`src/rtl/reg_file_sb.sv`:
```
// reg_file_sb: 32 x 32-bit register file with a per-register busy scoreboard.
// Two combinational read ports, one write port, RAW hazard flags and a
// registered busy population count.
// Optional feature: define REGFILE_BYPASS_EN for write-through read bypass.
module reg_file_sb #(
    parameter int unsigned DATA_W = 32,
    parameter int unsigned ADDR_W = 5
) (
    input  logic              clk,
    input  logic              rst,
    input  logic [ADDR_W-1:0] ra1,
    input  logic [ADDR_W-1:0] ra2,
    output logic [DATA_W-1:0] rd1,
    output logic [DATA_W-1:0] rd2,
    input  logic              we,
    input  logic [ADDR_W-1:0] wa,
    input  logic [DATA_W-1:0] wd,
    input  logic              issue_en,
    input  logic [ADDR_W-1:0] issue_rd,
    output logic              hazard1,
    output logic              hazard2,
    output logic [ADDR_W:0]   busy_cnt
);

    localparam int unsigned NREG  = 2 ** ADDR_W;
    localparam int unsigned CNT_W = ADDR_W + 1;

    logic [DATA_W-1:0] regs [NREG];
    logic [NREG-1:0]   busy;
    logic [NREG-1:0]   busy_nxt;
    logic [CNT_W-1:0]  cnt_nxt;
    logic              wr_ok;

    // Population count over the busy vector.
    function automatic logic [CNT_W-1:0] popcnt(input logic [NREG-1:0] v);
        logic [CNT_W-1:0] c;
        c = '0;
        for (int i = 0; i < NREG; i++) begin
            c = c + CNT_W'(v[i]);
        end
        return c;
    endfunction

    assign wr_ok = we && (wa != '0);

    // Next scoreboard state: writeback clears, issue sets (set wins), r0 never busy.
    always_comb begin
        busy_nxt = busy;
        if (we) begin
            busy_nxt[wa] = 1'b0;
        end
        if (issue_en && (issue_rd != '0)) begin
            busy_nxt[issue_rd] = 1'b1;
        end
        busy_nxt[0] = 1'b0;
        cnt_nxt     = popcnt(busy_nxt);
    end

    // Register array, scoreboard and busy count; reset overrides write and issue.
    always_ff @(posedge clk) begin
        if (rst) begin
            for (int unsigned i = 0; i < NREG; i++) begin
                regs[ADDR_W'(i)] <= '0;
            end
            busy     <= '0;
            busy_cnt <= '0;
        end else begin
            if (wr_ok) begin
                regs[wa] <= wd;
            end
            busy     <= busy_nxt;
            busy_cnt <= cnt_nxt;
        end
    end

    // Combinational read ports and hazard flags; r0 reads as zero.
    always_comb begin
        rd1     = (ra1 == '0) ? '0 : regs[ra1];
        rd2     = (ra2 == '0) ? '0 : regs[ra2];
        hazard1 = busy[ra1];
        hazard2 = busy[ra2];
`ifdef REGFILE_BYPASS_EN
        // Same-cycle writeback forwards data and retires the hazard unless reissued.
        if (wr_ok && (wa == ra1)) begin
            rd1     = wd;
            hazard1 = issue_en && (issue_rd == ra1);
        end
        if (wr_ok && (wa == ra2)) begin
            rd2     = wd;
            hazard2 = issue_en && (issue_rd == ra2);
        end
`else
        // Without bypass the old value and busy bit stay visible until the edge.
`endif
    end

endmodule

```
`config.mk`:
```
export PLATFORM = sky130hd
export DESIGN_NAME = reg_file_sb
export DESIGN_NICKNAME = d
export VERILOG_FILES = /design/src/rtl/reg_file_sb.sv
export SDC_FILE = /design/constraint.sdc
export NUM_CORES = 2
export LEC_CHECK = 0
export ABC_AREA = 1
export BUFFER_PORTS_ARGS = -buffer_cell sky130_fd_sc_hd__buf_2
export CORE_AREA = 2 2 490 492
export CTS_BUF_LIST = sky130_fd_sc_hd__clkbuf_8
export DETAILED_ROUTE_END_ITERATION = 10
export DIE_AREA = 0 0 492 494
export PLACE_DENSITY = 0.36
export REMOVE_ABC_BUFFERS = 1
export SETUP_SLACK_MARGIN = 0.05
export SLEW_MARGIN = 20
export SYNTH_ARGS = -nofsm -noshare
export SYNTH_HDL_FRONTEND = slang
export SYNTH_SLANG_ARGS = --single-unit
```
`constraint.sdc`:
```
create_clock -name clk -period 10.3 [get_ports clk]
set_input_delay 2.575 -clock clk [delete_from_list [all_inputs] [get_ports clk]]
set_output_delay 2.575 -clock clk [all_outputs]
set_load 0.005 [all_outputs]
```
==> metrics.md <==
| Metric | Value |
|---|---|
| Outcome | `complete, no violations` |
| Worst slew margin | `0.1989` |
| Die footprint | `243000 sq um` |
| Hold Slack | `0.5177 ns` |
| Period minus WS final | `just over 8 ns` |
| Post-Synth Simple-Gate Area | `0.3766` |
| Cts-stage hold buffer count | `0` |
| First-pass GRT wire length | `around 420000 um` |
| Final Hold Violating Endpoints | `0` |
| WL met2 | `between 100000 and 150000 um` |
| RSZ-0062 raised after global routing | `no` |
| Syn Area/Cell | `between 7 and 8 sq um` |
| Row count | `179` |
| Arr. time, crit path | `about 5.7 ns` |
| R2R depth | `17` |
| All-layer global routing usage | `0.2386` |
| Synth top cells by count | `nand2_1 (2676), nand3_1 (1439), nor2_1 (1272)` |
| Post-synth top area share | `0.5188` |
| Cell accounting for the most synthesized area | `edfxtp_1` |
| Leakage | `between 20 and 30 nW` |
| Largest net degree at the start of global routing | `161` |
| Post-Synth XOR/XNOR Area | `0` |
| Area contributors post-synth | `edfxtp_1 (52%), nand2_1 (17%), nand3_1 (12%)` |
| Clock Skew | `0.02965 ns` |
| Via-to-Cell Ratio | `about 5.1` |
| Aggregate global routing overflow | `0` |
| Placer Congestion | `~0.82` |
| CTS tree | `yes` |
| Crit share post-route | `0.8032` |
| Top-count cell post-synth | `nand2_1` |
| Clock Tree Buf Depth | `3` |
| Final Setup Violations | `0` |
| PortBufs | `about 130` |
| Syn-to-layout area delta | `12.63%` |
| Reg2Reg Capture Point | `busy_cnt[4]` |
| CTS resizes | `0` |
| Synthesized flop and latch total | `1061` |
| Synth Flop Type | `edfxtp_1` |
| Clock transition at path regs | `roughly 0.060 ns` |
| Compound-Gate Fraction of Synth Area | `0.02778` |
| Nets | `around 7600` |
| Highest Clock Rate | `around 120 MHz` |
| Max H-tree Level | `4` |
| Cts bufs inserted | `a little over 200` |
| Sequential-to-total area share from yosys stat | `0.5313` |
| Met3 Wirelength | `~19000 um` |
| Setup TNS | `0 ns` |
| # IOs | `roughly 130` |
| Vias in the first global route | `around 54000` |
| Starting density of the core | `0.2497` |
| Peak supply drop | `around 0.11 mV` |
| Fill cells | `around 26000` |
| Worst hold path type | `register to register` |
| CTS root buffer | `clkbuf_8` |
| Die Width | `between 400 and 500 um` |
| Worst slew pin tran | `1.202 ns` |
| Worst R2R Start | `busy[14]` |
| Worst-path fanout max | `between 90 and 100` |
| Worst Setup Start Kind | `input port` |
| Core outline area | `between 200000 and 250000 sq um` |
| Largest family of logic cells by synthesized area | `simple AND/OR/NAND/NOR gates` |
| YS warnings | `0` |
| TritonRoute pass-1 iters | `7` |
| R2R Setup Slk | `just over 5 ns` |
| DP HPWL | `around 160000 um` |
| Total clock sinks | `approximately 1100` |
| Final Max Slew Viols | `0` |
| Via count | `55020` |
| Syn Inst Count | `roughly 7600` |
| Chip Height | `between 400 and 500 um` |
| Top Layer Used | `met5` |
| WP data required | `between 7 and 8 ns` |
| WL final | `about 300000 um` |
| Crit path kind | `input port to output port` |
| Max Cap Viol | `0` |
| Initial antenna violation count | `16` |
| Async SR Flop Fraction | `0` |
| Met1 WL | `about 130000 um` |
| Number of flops mapped to enable cells by yosys | `between 1000 and 1500` |
| Worst-Skew Late Latency | `1.00 ns` |
| Initial drt markers | `between 5000 and 6000` |
| Post-Syn Area | `just under 60000 sq um` |
| ANT nets after route | `0` |
| Critical Path End Type | `output port` |
| WL/cell | `about 28 um` |
| Netlist cell types | `29` |
| Postcts setup bufs | `0` |
| Synth Area in Adders | `0.009246` |
| Pwr Density | `about 160 nW/um^2` |
| Proportion of synthesized area in mux cells | `0` |
| Layout cells sized above 1 | `0.08110` |
| # DRC | `0` |
| Worst setup startpoint | `ra1[0]` |
| Setup crit end | `rd1[19]` |
## placed cells by master, fill, tap and decap left out, types with 3 or more instances in the layout
| cell type | Yosys | layout |
|---|---|---|
| a21oi_1 | 160 | 160 |
| a22oi_1 | 16 | 16 |
| buf_12 | 0 | 18 |
| buf_2 | 206 | 118 |
| buf_4 | 0 | 144 |
| buf_8 | 1 | 4 |
| bufinv_16 | 0 | 8 |
| clkbuf_8 | 0 | 208 |
| clkinv_1 | 4 | 56 |
| clkinv_2 | 0 | 15 |
| clkinvlp_4 | 0 | 6 |
| conb_1 | 1 | 32 |
| dfxtp_1 | 37 | 37 |
| diode_2 | 0 | 4 |
| edfxtp_1 | 1024 | 1024 |
| fa_1 | 23 | 23 |
| ha_1 | 7 | 7 |
| inv_1 | 126 | 199 |
| inv_2 | 6 | 8 |
| inv_4 | 1 | 3 |
| inv_6 | 0 | 5 |
| inv_8 | 0 | 8 |
| nand2_1 | 2676 | 2639 |
| nand2_2 | 10 | 42 |
| nand2_4 | 0 | 5 |
| nand3_1 | 1439 | 1430 |
| nand3_2 | 9 | 18 |
| nor2_1 | 1272 | 1272 |
| nor3_1 | 14 | 12 |
| nor3_4 | 4 | 4 |
| o211ai_1 | 4 | 4 |
| o21ai_0 | 136 | 136 |
## per-stage QoR
step	setup WS, ns	utilization	instances	power [W]	cell area, sq um
detailed placement	1.620	0.2651	10460	0.006744	62930
finish	2.027	0.2812	10840	0.01081	66760
global route	1.902	0.2812	10840	0.01124	66760
global placement	1.497	0.2651	10460	0.006741	62930
CTS	2.053	0.2811	10840	0.01092	66740
floorplan	-0.4385	-	7004	0.005936	56640
## state kept, by name, summed over array words and instances (netlist names)
register,cells
busy,31
regs,1024
busy_cnt,6
## layer usage
metal,vias up,GRT usage
met5,-,0
met4,8,0.09189
met3,532,0.03345
met2,2322,0.3994
met1,27270,0.3108
li1,24890,-
## worst max-delay path, stage by stage
cell	delay, ns
buf_8	0.21
inv_8	0.63
buf_4	0.56
buf_4	0.36
nand2_1	0.08
nand3_1	0.08
nand3_1	0.09
nand2_1	0.10
nand2_1	0.05
nand3_1	0.11
nand2_1	0.06
nor2_1	0.39
buf_2	0.20
## cell families after synthesis
family,Yosys count
fa+ha+maj,30
flops,1061
buf+inv,795
compound gates,318
other cells,1
simple gates,5426
## how the worst min path moves through the flow
stage	from	endpoint	slack, ns	cells after the start
after floorplan	busy[6]	busy[6]	0.45	2
after global placement	busy[13]	busy[13]	0.50	2
after detailed placement	busy[13]	busy[13]	0.51	2
after CTS	busy[13]	busy[13]	0.52	2
after global routing	busy[13]	busy[13]	0.54	2
final	busy[13]	busy[13]	0.52	2
## power breakdown
part           internal, W  switching (W)
clock network      0.00207        0.00208
logic             0.000382        0.00119
registers          0.00497       0.000116
total              0.00742        0.00339
## final cells by class
type,count,area [sq um],share of cell area
diodes,4,10.01,0.0001499
repair buffers,286,2115,0.03167
multi-input cells,5806,24810,0.3716
inverters,137,566.8,0.008490
clock buffers,208,2863,0.04288
flip-flops and latches,1061,31490,0.4717
clock inverters,172,942.2,0.01411
well taps,3167,3963,0.05936
Power figures use the tool's default switching activity.
